--- src/rtl/vec_lane_subtractor_pkg.sv ---
// Shared vALU definitions: SEW codes, slot layout of the guard-slotted difference word, request header types.
// No logic beyond the lane_is_top helper.
package vec_lane_subtractor_pkg;

    localparam int REQ_DATA_WIDTH = 64;
    localparam int SEW_WIDTH      = 2;
    localparam int OPSEL_WIDTH    = 9;
    localparam int TAG_WIDTH      = 4;
    localparam int LANES          = 8;
    localparam int SLOT_W         = 10;
    localparam int GUARD_OFS      = 9;
    localparam int INJ_OFS        = 0;
    localparam int SUB_RESULT_W   = 81;

    typedef enum logic [SEW_WIDTH-1:0] {
        SEW_8  = 2'd0,
        SEW_16 = 2'd1,
        SEW_32 = 2'd2,
        SEW_64 = 2'd3
    } sew_e;

    typedef struct packed {
        logic [REQ_DATA_WIDTH-1:0] vec0;
        logic [REQ_DATA_WIDTH-1:0] vec1;
        logic [SEW_WIDTH-1:0]      sew;
        logic [OPSEL_WIDTH-1:0]    op_sel;
        logic [TAG_WIDTH-1:0]      tag;
    } hdr_t;

    // A lane is the top byte of its element when its low index bits are all ones for this SEW.
    function automatic logic lane_is_top(input logic [2:0] lane, input logic [SEW_WIDTH-1:0] sew);
        logic [3:0] bpe;
        logic [2:0] msk;
        bpe = 4'd1 << sew;
        msk = bpe[2:0] - 3'd1;
        return (lane & msk) == msk;
    endfunction

endpackage

--- src/rtl/vec_lane_subtractor_slot_packer.sv ---
// Combinational SEW-partitioned subtractor packing each byte lane into a 10-bit guard slot.
// Latency: 0 cycles. Backpressure: none, pure function of its inputs.
// Each element is widened by one bit (sign or zero) so the top bit of the difference is the less-than flag.
module vec_slot_packer
    import vec_lane_subtractor_pkg::*;
(
    input  logic [REQ_DATA_WIDTH-1:0] i_vec0,
    input  logic [REQ_DATA_WIDTH-1:0] i_vec1,
    input  logic [SEW_WIDTH-1:0]      i_sew,
    input  logic                      i_signed,
    output logic [SUB_RESULT_W-1:0]   o_result
);

    logic [63:0] w_diff;
    logic [7:0]  w_esign;
    logic [8:0]  w_d8;
    logic [16:0] w_d16;
    logic [32:0] w_d32;
    logic [64:0] w_d64;
    logic [2:0]  w_elem;

    always_comb begin
        w_diff  = '0;
        w_esign = '0;
        w_d8    = '0;
        w_d16   = '0;
        w_d32   = '0;
        w_d64   = '0;
        case (i_sew)
            SEW_8: begin
                for (int k = 0; k < 8; k++) begin
                    w_d8 = {i_signed & i_vec0[8*k+7], i_vec0[8*k +: 8]}
                         - {i_signed & i_vec1[8*k+7], i_vec1[8*k +: 8]};
                    w_diff[8*k +: 8] = w_d8[7:0];
                    w_esign[k]       = w_d8[8];
                end
            end
            SEW_16: begin
                for (int k = 0; k < 4; k++) begin
                    w_d16 = {i_signed & i_vec0[16*k+15], i_vec0[16*k +: 16]}
                          - {i_signed & i_vec1[16*k+15], i_vec1[16*k +: 16]};
                    w_diff[16*k +: 16] = w_d16[15:0];
                    w_esign[k]         = w_d16[16];
                end
            end
            SEW_32: begin
                for (int k = 0; k < 2; k++) begin
                    w_d32 = {i_signed & i_vec0[32*k+31], i_vec0[32*k +: 32]}
                          - {i_signed & i_vec1[32*k+31], i_vec1[32*k +: 32]};
                    w_diff[32*k +: 32] = w_d32[31:0];
                    w_esign[k]         = w_d32[32];
                end
            end
            default: begin
                w_d64      = {i_signed & i_vec0[63], i_vec0} - {i_signed & i_vec1[63], i_vec1};
                w_diff     = w_d64[63:0];
                w_esign[0] = w_d64[64];
            end
        endcase
    end

    always_comb begin
        o_result = '0;
        w_elem   = '0;
        for (int i = 0; i < LANES; i++) begin
            w_elem = 3'(i) >> i_sew;
            o_result[SLOT_W*i + INJ_OFS]   = 1'b0;
            o_result[SLOT_W*i + 1 +: 8]    = w_diff[8*i +: 8];
            o_result[SLOT_W*i + GUARD_OFS] = lane_is_top(3'(i), i_sew) & w_esign[w_elem];
        end
    end

endmodule

--- src/rtl/vec_lane_subtractor.sv ---
// Two-stage valid/ready vector subtractor feeding the vALU min/max/compare selector with sideband fields aligned.
// Latency: 2 cycles. Backpressure: holds up to two entries, in_ready combinational from out_ready.
// Flush drops both stages on the next edge; a request offered alongside flush is discarded.
module vec_lane_subtractor
    import vec_lane_subtractor_pkg::*;
(
    input  logic                      clk,
    input  logic                      rst_n,
    input  logic                      flush,
    input  logic                      in_valid,
    output logic                      in_ready,
    input  logic                      in_signed,
    input  logic [REQ_DATA_WIDTH-1:0] vec0,
    input  logic [REQ_DATA_WIDTH-1:0] vec1,
    input  logic [SEW_WIDTH-1:0]      sew,
    input  logic [OPSEL_WIDTH-1:0]    op_sel,
    input  logic [TAG_WIDTH-1:0]      tag,
    output logic                      out_valid,
    input  logic                      out_ready,
    output logic [SUB_RESULT_W-1:0]   sub_result,
    output logic [REQ_DATA_WIDTH-1:0] out_vec0,
    output logic [REQ_DATA_WIDTH-1:0] out_vec1,
    output logic [SEW_WIDTH-1:0]      out_sew,
    output logic [OPSEL_WIDTH-1:0]    out_op_sel,
    output logic [TAG_WIDTH-1:0]      out_tag
);

    logic                    r_s1_valid;
    logic                    r_s2_valid;
    hdr_t                    r_s1_hdr;
    logic                    r_s1_signed;
    hdr_t                    r_s2_hdr;
    logic [SUB_RESULT_W-1:0] r_s2_res;

    logic                    w_s1_adv;
    logic                    w_s2_adv;
    hdr_t                    w_in_hdr;
    logic [SUB_RESULT_W-1:0] w_slots;

    assign w_s2_adv = !r_s2_valid || out_ready;
    assign w_s1_adv = !r_s1_valid || w_s2_adv;
    assign in_ready = w_s1_adv;

    assign w_in_hdr = '{vec0: vec0, vec1: vec1, sew: sew, op_sel: op_sel, tag: tag};

    vec_slot_packer u_packer (
        .i_vec0   (r_s1_hdr.vec0),
        .i_vec1   (r_s1_hdr.vec1),
        .i_sew    (r_s1_hdr.sew),
        .i_signed (r_s1_signed),
        .o_result (w_slots)
    );

    always_ff @(posedge clk or negedge rst_n) begin
        if (!rst_n) begin
            r_s1_valid  <= 1'b0;
            r_s2_valid  <= 1'b0;
            r_s1_hdr    <= '0;
            r_s1_signed <= 1'b0;
            r_s2_hdr    <= '0;
            r_s2_res    <= '0;
        end else begin
            if (flush) begin
                r_s1_valid <= 1'b0;
                r_s2_valid <= 1'b0;
            end else begin
                if (w_s1_adv) r_s1_valid <= in_valid;
                if (w_s2_adv) r_s2_valid <= r_s1_valid;
            end
            if (w_s1_adv && in_valid) begin
                r_s1_hdr    <= w_in_hdr;
                r_s1_signed <= in_signed;
            end
            if (w_s2_adv && r_s1_valid) begin
                r_s2_hdr <= r_s1_hdr;
                r_s2_res <= w_slots;
            end
        end
    end

    assign out_valid  = r_s2_valid;
    assign sub_result = r_s2_res;
    assign out_vec0   = r_s2_hdr.vec0;
    assign out_vec1   = r_s2_hdr.vec1;
    assign out_sew    = r_s2_hdr.sew;
    assign out_op_sel = r_s2_hdr.op_sel;
    assign out_tag    = r_s2_hdr.tag;

endmodule

--- config.mk ---
export PLATFORM = sky130hd
export DESIGN_NAME = vec_lane_subtractor
export DESIGN_NICKNAME = d
export VERILOG_FILES = /design/src/rtl/vec_lane_subtractor_pkg.sv /design/src/rtl/vec_lane_subtractor_slot_packer.sv /design/src/rtl/vec_lane_subtractor.sv
export SDC_FILE = /design/constraint.sdc
export NUM_CORES = 1
export LEC_CHECK = 0
export CAP_MARGIN = 20
export CORE_MARGIN = 8
export CORE_UTILIZATION = 50
export DETAILED_ROUTE_END_ITERATION = 8
export PLACE_DENSITY = 0.76
export SYNTH_ARGS = -nofsm -noshare
export SYNTH_HDL_FRONTEND = slang
export SYNTH_SLANG_ARGS = --single-unit
--- constraint.sdc ---
create_clock -name clk -period 3.9 [get_ports clk]
set_input_delay 0.585 -clock clk [delete_from_list [all_inputs] [get_ports clk]]
set_output_delay 0.585 -clock clk [all_outputs]
set_load 0.005 [all_outputs]
**Yosys cells after proc, flatten, opt, wreduce, memory -nomap -nowiden**

Cells that the tools add are included.

- Register bits: 361
- Logic and storage cells: 113
- Output and inout bits: 226

- Reduce and logical (&&, ||, !) cells: 13
- Shift-type cells: 9
- Magnitude comparators: 8
- $add $sub $neg: 16
- Mux-type cells: 25
- Bitwise operators: 26
- Equal/unequal tests: 2

Operator list:

| cell | count |
|---|---|
| $pmux W64 S3 | 1 |
| $sub A9 B9 Y9 | 8 |
| $sub A17 B17 Y17 | 4 |
| $sub A33 B33 Y33 | 2 |
| $sub A65 B65 Y65 | 1 |
| $lt A3 B4 Y1 const B | 8 |
| $bmux W1 S3 | 8 |
| $and A1 B1 Y1 | 23 |
| $mux W1 | 12 |
| $shr A3 B2 Y3 const A | 4 |
| $logic_not A2 Y1 | 4 |
| $pmux W1 S3 | 2 |
| $shr A1 B2 Y3 const A | 2 |
| $shr A2 B2 Y3 const A | 2 |
| $mux W4 | 1 |
| $pmux W2 S2 | 1 |
| $reduce_bool A2 Y1 | 2 |
| $logic_not A3 Y1 | 1 |
| $not A1 Y1 | 3 |
| $shl A1 B2 Y3 const A | 1 |
| $sub A3 B1 Y3 const B | 1 |
| $eq A2 B1 Y1 const B | 1 |
| $eq A2 B2 Y1 const B | 1 |
| $logic_and A1 B1 Y1 | 2 |
| other kinds (2) | 4 |

**Logic depth before layout (Yosys ltp)**

Gate-level depths: netlist (run 1).

- Word-level depth: 6
- Mapped depth: 14
- Mapped depth without buffers: 14

**Modules after synthesis**

From an unflattened synthesis (run 1), not the netlist that was laid out.

- Cell total of the unflattened synthesis: 2024
- Area total of the unflattened synthesis: 21419.3 um^2

Modules (own cells, without submodules):

| module | cells each | times used | sequential area each (um^2) | area an instance (um^2) |
|---|---|---|---|---|
| vec_lane_subtractor | 785 | 1 | 9258.9 | 13798.2 |
| vec_slot_packer | 1239 | 1 | 0.0 | 7621.1 |

**Worst setup path before layout (run 1)**

No wires, ideal clock.

- Path kind: reg-to-reg
- From: register r_s1_hdr[32] (netlist name)
- To: register r_s2_res[19] (netlist: sub_result[19])
- Period minus slack after synthesis: 2934 ps
- Setup slack: 966 ps
- Stages on the path, launching flop included: 14
- Setup time: 122 ps
- Arrival: 2813 ps
- Cells stage by stage: dfrtp_1 > inv_1 > ha_1 > buf_2 > a21oi_1 > o31ai_1 > or3_1 > or3_4 > a32o_1 > o31ai_2 > a31o_2 > a21boi_2 > o22ai_1 > a32o_1

- Word-level cells in the longest chain between the ends: 5

Ends and longest elaborated chain:

| what | line | RTL |
|---|---|---|
| start, declared | vec_lane_subtractor.sv:30 | `hdr_t r_s1_hdr;` |
| start signal, assigned | vec_lane_subtractor.sv:71 | `r_s1_hdr <= w_in_hdr;` |
| $sub A65 B65 Y65 (tied with other cells) | vec_lane_subtractor_slot_packer.sv:55 | `w_d64 = {i_signed & i_vec0[63], i_vec0} - {i_signed & i_vec1[63], i_vec1};` |
| $pmux W1 S3 / $pmux W2 S2 (equally long branches) | vec_lane_subtractor_slot_packer.sv:29 | `case (i_sew)` |
| $bmux W1 S3 (*) | vec_lane_subtractor_slot_packer.sv:69 | `o_result[SLOT_W*i + GUARD_OFS] = lane_is_top(3'(i), i_sew) & w_esign[w_elem];` |
| $mux W1 (implied by the code) (*) | vec_lane_subtractor_slot_packer.sv:69 |  |
| $and A1 B1 Y1 (*) | vec_lane_subtractor_slot_packer.sv:69 |  |
| end signal, assigned | vec_lane_subtractor.sv:76 | `r_s2_res <= w_slots;` |
| end, declared | vec_lane_subtractor.sv:33 | `logic [SUB_RESULT_W-1:0] r_s2_res;` |

Mark *: on every way between the ends. The rest lies on a longest branch, timed or not. The select of a mux whose other input is x is not followed.
A chain may end at the register's enable or synchronous reset.

**Final worst setup path (run 1)**

- From: register r_s1_hdr[81] (netlist name)
- To: register r_s2_res[77] (netlist: sub_result[77])

- Word-level cells in the longest chain between the ends: 2

Ends and longest elaborated chain:

| what | line |
|---|---|
| $sub A65 B65 Y65 | vec_lane_subtractor_slot_packer.sv:55 |
| $pmux W64 S3 | vec_lane_subtractor_slot_packer.sv:29 |

Every way passes these cells.

==> run metrics, run 1 <==
Layout Utilization 64.11%; largest net degree at the start of global routing 137; PD cells 539.4 mW/mm2; Total GRT Usage 31.54%; Yosys cell types 87; final total negative setup slack 0 ns; worst min path class in2async; Placer Congestion 1.001; Max Cap Viol 0; initial antenna violation count 5; Adder-Cell Fraction of Synth Area 5.421%; vias in the first global route 19180; Post-CTS Resized 0; Tmin final 3.711 ns; Slew @ Worst Pin 1.026 ns; Leak Pwr 11.74 nW; # hold bufs at CTS 0; Final period util 95.16%; vias post-DR 19480; IO Pins 375; initial DRC count 1982; Layout area overhead 27.46%; WL final 77340 um; Post-Syn Area 0.02096 mm2; IO buf count 365; setup ws final 0.1889 ns; R2R depth 12; CP Data Required Time 4.37 ns; FF-to-FF setup slack 0.19 ns; CTS H-Tree Depth 2; vias per std cell 6.049; Die Width 220.7 um; sequential-to-total area share from yosys stat 43.10%; #FFs+latches synth 361; total global routing overflow 0; worst reg2reg endpoint sub_result[77]; post-synthesis mux area share 8.549%; clk sinks 361; worst path arrival time 4.18 ns; share of layout cells above drive strength 1 12.16%; EDFF count, synth 0; starting density of the core 50.30%; Final Skew 0.02558 ns; largest family of logic cells by synthesized area compound AO/OA/AOI/OAI gates; CTS tree built; Mean Syn Cell Area 9.045 um2; worst vdd ir 0.0004121 V; Syn Inst Count 2317; placement-stage worst setup slack 0.2642 ns; drt first pass iters 6; XOR/XNOR Fraction of Synth Area 2.884%; Final setup viols 0; slew margin rel. 31.62%; RSZ-0062 raised after global routing false; Hold Fails Final Rpt 0; Max Fclk 269.5 MHz; row cnt 75; Final #Nets 2883; Tot Pwr 14.41 mW; hpwl dp 58130 um; Crit Path Max Fanout 4; Setup Fix Bufs, Post-CTS 0; first-pass GRT wire length 118400 um; clock buffer depth 3; CP Class reg2reg; Worst Setup End Kind register; yosys warns 0; Core Region 0.04167 mm2; DRC Markers 0; Worst setup endpoint sub_result[77]; max-slew violation count 0; cts bufs inserted 40; Die Y 220.7 um; wire length per cell 24.02 um; worst skew pair latency 0.60 ns; Die ar. 0.04872 mm2; remaining antenna violation count 0; FFs w/ async S/R, synth 100.0%; Simple-Gate Fraction of Synth Area 14.88%; Reg2Reg Launch Point r_s1_hdr[81]; Worst-path clk slew 0.06 ns; status finished, final reports clean; Setup crit start kind register; clk root buf clkbuf_16; Synth Area in Compound Gates 20.27%; Synth Flop Type dfrtp_1; Critical Path Source r_s1_hdr[81]
-- routing by layer --
layer | share of wire, % | vias to the layer above | track usage (%) | routed length [um]
met5 | 0.052 | - | 0 | 40
met4 | 2.6 | 6 | 9.560 | 1994
met3 | 11 | 128 | 8.775 | 8130
met2 | 43 | 988 | 46.22 | 33390
met1 | 44 | 9537 | 44.96 | 33780
li1 | - | 8819 | - | -
-- cells in the final DEF (no fill, tap or decap), drive strengths merged, types with 34 or more instances in the layout --
cell / instances
a21o: 38
a21oi: 157
buf: 65
clkbuf: 55
clkdlybuf4s50: 364
dfrtp: 361
ha: 78
inv: 107
mux2: 146
nand2: 453
nor2: 106
o21ai: 220
xnor2: 34
xor2: 35
-- how the worst min path moves through the flow --
stage,slack (ns),start,end,cells past startpoint
6_report,0.12,rst_n,r_s1_hdr[11],1
2_1_floorplan,0.29,rst_n,out_op_sel[0],0
3_5_place_dp,0.46,sub_result[27],sub_result[27],2
4_1_cts,0.15,rst_n,r_s1_hdr[11],1
3_3_place_gp,0.44,r_s1_hdr[1],out_tag[1],2
5_1_grt,0.19,rst_n,r_s1_hdr[11],1
-- synthesized netlist by cell type, types with 26 or more instances --
master | count | area [um2]
a21o_1 | 38 | 285.3
dfrtp_1 | 361 | 9034
xor2_1 | 35 | 306.5
nor2_1 | 106 | 397.9
mux2_2 | 146 | 1644
inv_1 | 104 | 390.4
o21ai_0 | 205 | 1026
a31oi_1 | 26 | 162.7
xnor2_1 | 34 | 297.8
nand4_1 | 29 | 181.4
clkbuf_1 | 111 | 416.7
nand2_1 | 452 | 1697
a21oi_1 | 155 | 775.7
nor3_1 | 27 | 135.1
ha_1 | 78 | 975.9
nand3_1 | 30 | 150.1
-- through the flow --
stage          hold slack (ns)  instances  cell area, um2
6_report                0.1208       3220           26710
5_1_grt                 0.1873       3220           26710
4_1_cts                 0.1503       3219           26710
3_5_place_dp            0.4582       3145           25310
3_3_place_gp            0.4408       3145           25310
2_1_floorplan           0.2894       2325           20990
-- sequential cells by signal, summed over array words and instances (netlist names) --
register and flops:
r_s1_hdr 143, sub_result 72, out_vec0 64, out_vec1 64, out_op_sel 9, out_tag 4, out_sew 2, out_valid 1
r_s1_signed 1, r_s1_valid 1
-- cell families (layout without fill, tap and decap cells) --
group,after synthesis,count (layout)
adder cells (fa/ha/maj),86,86
buffers and inverters,254,609
multiplexers,157,157
other,1,10
flip-flops,361,361
AO/OA/AOI/OAI,662,662
AND/OR/NAND/NOR,727,727
XOR/XNOR,69,69
-- where the power goes --
group / switching [mW] / total (mW) / internal (mW)
registers: 0.512 / 4.92 / 4.40
clock network: 1.67 / 4.00 / 2.33
logic: 3.04 / 5.49 / 2.45
-- critical path, stage by stage, from the launching register on --
cell	delay [ns]
dfrtp_1	0.41
ha_1	0.34
nor2b_1	0.17
o2111ai_1	0.38
a21oi_2	0.17
o21ai_1	0.25
a2111oi_1	0.12
buf_4	0.16
o211ai_1	0.50
nand2_1	0.20
and3_1	0.24
or4_1	0.46
and3_1	0.18
-- final cells by class --
type | count | area [um2]
Antenna cell | 1 | 2.502
Clock buffer | 55 | 1127
Fill cell | 3435 | 14950
Sequential cell | 361 | 9034
Tap cell | 539 | 674.4
Timing Repair Buffer | 429 | 4252
Multi-Input combinational cell | 1710 | 10960
Inverter | 106 | 397.9
Clock inverter | 19 | 265.3
No activity file was read; power rests on OpenSTA's default activity.
==> run 2: changes to the inputs <==
Settings changed: CORE_ASPECT_RATIO set to 1.4.
==> run 2 against run 1 <==
  * Clock-buffer cell count shrank 8
  * Via count up 0.58%
  * Clock power barely moved
  * Combinational power up 3%
  * Non-clock buffer count up 29
  * Sequential share of layout area is 0.32 points lower
  * Routed wire length increased by 5.8%
  * Power increased by 1.1%
  * Critical path depth is 2 higher
  * Worst setup slack lost 0.022 ns
  * Final cell count is 0.96% higher
  * Largest cell class unchanged
==> run metrics, run 2 (synthesized netlist as in run 1, its figures left out) <==
Tmin final 3.733 ns (+0.02185 ns); max-slew violation count 0 (unchanged); Switching Share 36.29% (+0.045 points); worst vdd ir 0.0003699 V (-10%); worst skew pair latency 0.56 ns (-0.04 ns); R2R depth 14 (+2); CP Data Required Time 4.38 ns (about the same); Core Region 0.04176 mm2 (+0.23%); CTS tree built; Setup Fix Bufs, Post-CTS 0 (unchanged); Reg2Reg Launch Point r_s1_hdr[127]; FF-to-FF setup slack 0.17 ns (-0.02 ns); WP buf/inv 3 (+2); met1 GRT Util 33.15% (-12 points); Max Fclk 267.9 MHz (-0.59%); WHS 0.07249 ns (-0.04832 ns); Layout area overhead 28.67%; Die Y 258.2 um (+17%); initial DRC count 1640 (-17%); clock buffer depth 3 (unchanged); clk sinks 361 (unchanged); total global routing overflow 0 (unchanged); IO buf count 365 (unchanged); max incr delay on CP 0.49 ns (about the same); DRC Markers 0 (unchanged); wire length per cell 25.17 um (+4.8%); remaining antenna violation count 0 (unchanged); commonest cells after routing, fill and taps aside nand2_1 (451), clkdlybuf4s50_1 (364), dfrtp_1 (361); CTS H-Tree Depth 2 (unchanged); gr busiest metal met2; Final setup viols 0 (unchanged); commonest non-fill, non-tap cell in the layout nand2_1; Max Cap Viol 0 (unchanged); clk root buf clkbuf_16; Final period util 95.72% (+0.56 points); vias per std cell 6.026 (-0.38%); cts bufs inserted 38 (-5.0%); Worst Setup End Kind register; CP Class reg2reg; RSZ-0062 raised after global routing true; WL final 81840 um (+5.8%); GR Util met3 6.726% (-2.0 points); Leak Pwr 11.88 nW (+1.2%); Worst-path clk slew 0.07 ns (about the same); Post-CTS Resized 0 (unchanged); largest net degree at the start of global routing 91 (-34%); Final #Nets 2910 (+0.94%); Tot Pwr 14.57 mW (+1.1%); Internal 9.280 mW (+1.0%); Layout Utilization 64.58% (+0.46 points); first-pass GRT wire length 122500 um (+3.5%); Reg power frac 33.6% (-0.5 points); row cnt 89 (+19%); met2 Use GR 56.92% (+11 points); slowest CP cell fa_1; Setup crit start kind register; Die ar. 0.04882 mm2 (+0.19%); share of power burned in the clock network 27.4% (-0.4 points); Hold Fails Final Rpt 0 (unchanged); Final Skew 0.01218 ns (-0.01340 ns); # hold bufs at CTS 0 (unchanged); Die Width 189.0 um (-14%); Placer Congestion 1.052 (+5.1%); drt first pass iters 9 (+3); Crit path max-delay family compound AO/OA/AOI/OAI gates; share of layout cells above drive strength 1 12.96% (+0.80 points); status finished, final reports clean; Total GRT Usage 32.56% (+1.0 points); vias in the first global route 20150 (+5.1%); Crit Path Max Fanout 6 (+2); starting density of the core 50.19% (-0.11 points); vias post-DR 19590 (+0.58%); IO Pins 375 (unchanged); slew margin rel. 28.53% (-3.1 points); PD cells 540.1 mW/mm2 (+0.14%); worst path arrival time 4.21 ns (+0.03 ns); switching pwr 5.285 mW (+1.2%); worst reg2reg endpoint sub_result[39]; number of flip-flops in the largest register 143 (unchanged); Slew @ Worst Pin 1.061 ns (+0.03511 ns); worst-path cell chain inv_1, ha_1, inv_1, fa_1, a21o_1, a21oi_1, buf_4, o21ba_2, o21ai_1, xnor2_1, a21oi_1, or3_1, a311o_1, o21ai_1; Comb pwr share 39.0% (+0.9 points); hpwl dp 61630 um (+6.0%); Reg with most FFs r_s1_hdr; initial antenna violation count 7 (+2); worst min path class in2async
run 2: cell types whose count changed in the layout (fill, tap and decap cells not counted), moves of 4 or more:
cell      previous run  this run
buf_12               9        13
buf_4               55        80
clkinv_2             7         3
diode_2              1         5
run 2: worst max-delay path by stage:
stage                     endpoint  depth (start not counted)  slack, ns     startpoint
CTS                 sub_result[77]                         11       0.15  r_s1_hdr[100]
global placement    sub_result[77]                         12       0.22   r_s1_hdr[36]
floorplan           sub_result[19]                         13       0.97   r_s1_hdr[32]
global route        sub_result[67]                         13      -0.03   r_s1_hdr[15]
finish              sub_result[39]                         14       0.17  r_s1_hdr[127]
detailed placement  sub_result[77]                         11       0.18  r_s1_hdr[100]
run 2: cell type report:
| cell class | count | area (um2) |
|---|---|---|
| multi-input combinational | 1710 | 10960 |
| inverter | 106 | 397.9 |
| clock inverter | 18 | 330.3 |
| sequential | 361 | 9034 |
| antenna | 5 | 12.51 |
| tap | 546 | 683.2 |
| timing repair buffer | 458 | 4519 |
| clock buffer | 47 | 1025 |
| fill | 3474 | 14790 |
run 2: per-layer routing:
metal / up-vias / wire, um
met4: 4 / 7612
met3: 309 / 5527
li1: 8852 / -
met1: 9535 / 27450
met5: - / 23
met2: 890 / 41220
run 2: stage by stage:
step	setup WS [ns]	std cells	instance area [um2]	TNS [ns]
4_1_cts	0.1456	3246	26940	0
3_3_place_gp	0.2211	3181	25590	0
6_report	0.1670	3251	26970	0
2_1_floorplan	0.9658	2325	20990	0
5_1_grt	-0.02803	3250	26960	-0.02803
3_5_place_dp	0.1842	3181	25590	0
run 2: worst register-to-register path, cell delays in order (launching register included):
cell	delay, ns
dfrtp_1	0.40
inv_1	0.10
ha_1	0.26
inv_1	0.08
fa_1	0.49
a21o_1	0.22
a21oi_1	0.14
buf_4	0.15
o21ba_2	0.16
o21ai_1	0.12
xnor2_1	0.44
a21oi_1	0.13
or3_1	0.36
a311o_1	0.44
o21ai_1	0.16
run 2: power by group through the flow:
| stage | sequential, mW | combinational (mW) | clock (mW) |
|---|---|---|---|
| floorplan | 4.85 | 2.83 | 0 |
| global placement | 4.92 | 5.48 | 0 |
| detailed placement | 4.94 | 5.54 | 0 |
| CTS | 4.89 | 5.59 | 4.04 |
| global route | 4.97 | 6.09 | 4.16 |
| finish | 4.90 | 5.68 | 3.99 |
==> run 3: changes to the inputs <==
Settings changed: CTS_CLUSTER_SIZE set to 20.
==> run 3 against run 2 <==
  * Clock skew rose by 0.0019 ns
  * Sequential cell count did not move
  * Sequential power barely moved
  * Largest power group unchanged
  * Critical path type unchanged
  * Combinational power barely moved
  * Routed wire length fell by 0.39%
  * Power fell by 0.27%
==> run metrics, run 3 (synthesized netlist as in run 1, its figures left out) <==
CP Class reg2reg; worst path arrival time 4.17 ns (-0.04 ns); share of power burned in the clock network 27.2% (-0.2 points); Comb pwr share 39.1% (about the same); CP dominant cell by count and3_1; RSZ-0062 raised after global routing false; cts bufs inserted 38 (unchanged); Die Y 258.2 um (unchanged); slowest CP cell or4_1; IO Pins 375 (unchanged); Finished Layout Cells 3251 (unchanged); Final setup viols 0 (unchanged); Final #Nets 2910 (unchanged); total global routing overflow 0 (unchanged); Crit Path Max Fanout 7 (+1); Crit path max-delay family simple AND/OR/NAND/NOR gates; row cnt 89 (unchanged); max-slew violation count 0 (unchanged); Layout area overhead 28.61% (about the same); worst vdd ir 0.0004727 V (+28%); Max Fclk 268.2 MHz (+0.11%); IO buf count 365 (unchanged); switching pwr 5.262 mW (-0.44%); Slew @ Worst Pin 1.069 ns (+0.008174 ns); CTS tree built; Placed Instances 3181 (unchanged); max incr delay on CP 0.46 ns (-0.03 ns); placement-stage worst setup slack 0.1842 ns (unchanged); commonest cells after routing, fill and taps aside nand2_1 (451), clkdlybuf4s50_1 (364), dfrtp_1 (361); fillers 3474 (unchanged); Hold Fails Final Rpt 0 (unchanged); starting density of the core 50.19% (unchanged); Leak Pwr 11.86 nW (about the same); first-pass GRT wire length 122100 um (-0.34%); met1 GRT Util 33.28% (+0.14 points); Final Skew 0.01412 ns (+0.001942 ns); Final period util 95.62% (-0.10 points); remaining antenna violation count 0 (unchanged); Total GRT Usage 32.44% (-0.12 points); Setup crit start kind register; GR Util met3 6.511% (-0.22 points); CP Data Required Time 4.34 ns (-0.04 ns); hpwl dp 61630 um (unchanged); Max Cap Viol 0 (unchanged); largest net degree at the start of global routing 91 (unchanged); worst min path class in2async; Layout Utilization 64.55% (about the same); met2 Use GR 56.82% (-0.10 points); drt first pass iters 8 (-1); WL final 81520 um (-0.39%); commonest non-fill, non-tap cell in the layout nand2_1; setup ws final 0.1710 ns (+0.003940 ns); status finished, final reports clean; share of layout cells above drive strength 1 12.89% (-0.074 points); initial DRC count 1623 (-1.0%); Reg power frac 33.7% (about the same); Die Width 189.0 um (unchanged); PD cells 538.9 mW/mm2 (-0.22%); Internal 9.264 mW (-0.17%); Worst-path clk slew 0.06 ns (about the same); DRC Markers 0 (unchanged); vias post-DR 19580 (-0.031%); clock buffer depth 3 (unchanged); worst reg2reg endpoint sub_result[77]; Tmin final 3.729 ns (-0.003940 ns); clk sinks 361 (unchanged); vias in the first global route 20100 (-0.27%); final total negative setup slack 0 ns (unchanged); Reg2Reg Launch Point r_s1_hdr[100]; Reg with most FFs r_s1_hdr; Switching Share 36.22% (-0.061 points); FF-to-FF setup slack 0.17 ns (about the same); CTS H-Tree Depth 2 (unchanged); R2R depth 11 (-3); slew margin rel. 27.98% (-0.55 points); initial antenna violation count 8 (+1); WP buf/inv 1 (-2); worst-path cell chain ha_1, a21oi_2, o21ai_0, nor3_2, a2111oi_0, buf_4, o211ai_1, nand2_1, and3_1, or4_1, and3_1; clk root buf clkbuf_16; # hold bufs at CTS 0 (unchanged); Core Region 0.04176 mm2 (unchanged); Placer Congestion 1.052 (unchanged); number of flip-flops in the largest register 143 (unchanged); worst skew pair latency 0.56 ns (about the same); Die ar. 0.04882 mm2 (unchanged); wire length per cell 25.08 um (-0.39%); Worst Setup End Kind register; vias per std cell 6.024 (about the same); gr busiest metal met2
[run 3: changes by cell type in the layout (fill, tap and decap cells not counted), sizes merged]
cell,previous run,this run
clkbuf,47,49
clkinv,10,8
[run 3: layout make-up]
cell class / count / area (um2) / area share, %
multi-input cells: 1710 / 10970 / 40.69
diodes: 5 / 12.51 / 0.04642
clock inverters: 16 / 316.6 / 1.174
well taps: 546 / 683.2 / 2.535
repair buffers: 458 / 4519 / 16.77
flip-flops and latches: 361 / 9034 / 33.52
inverters: 106 / 397.9 / 1.476
clock buffers: 49 / 1022 / 3.793
[run 3: worst max path at each step]
stage,startpoint,endpoint,cells past startpoint
after CTS,r_s1_hdr[100],sub_result[77],11
final,r_s1_hdr[100],sub_result[77],11
after floorplan,r_s1_hdr[32],sub_result[19],13
after global routing,r_s1_hdr[79],sub_result[77],14
after detailed placement,r_s1_hdr[100],sub_result[77],11
after global placement,r_s1_hdr[36],sub_result[77],12
[run 3: repair_timing]
action / 4_1_cts / 5_1_grt
buffers inserted: 0 / 0
resized for setup: 0 / 3
setup endpoints to repair: 0 / 2
endpoints found under the hold margin: 0 / 0
[run 3: power groups by stage]
stage / clock (mW) / combinational, mW / sequential [mW]
6_report: 3.95 / 5.68 / 4.89
2_1_floorplan: 0 / 2.83 / 4.85
4_1_cts: 4.01 / 5.59 / 4.89
5_1_grt: 4.14 / 6.08 / 4.96
3_3_place_gp: 0 / 5.48 / 4.92
3_5_place_dp: 0 / 5.54 / 4.94
[run 3: metal layers]
| metal | routed length [um] | share of wire (%) |
|---|---|---|
| met5 | 35 | 0.043 |
| met4 | 7347 | 9.0 |
| met3 | 5352 | 6.6 |
| met2 | 41030 | 50 |
| met1 | 27760 | 34 |
[run 3: metrics by stage]
| stage | area [um2] | power [mW] | hold slack, ns |
|---|---|---|---|
| after floorplan | 20990 | 7.677 | 0.2894 |
| after global placement | 25590 | 10.40 | 0.4414 |
| after detailed placement | 25590 | 10.49 | 0.4529 |
| after CTS | 26930 | 14.49 | 0.09015 |
| after global routing | 26950 | 15.19 | 0.1156 |
| final | 26950 | 14.53 | 0.06377 |
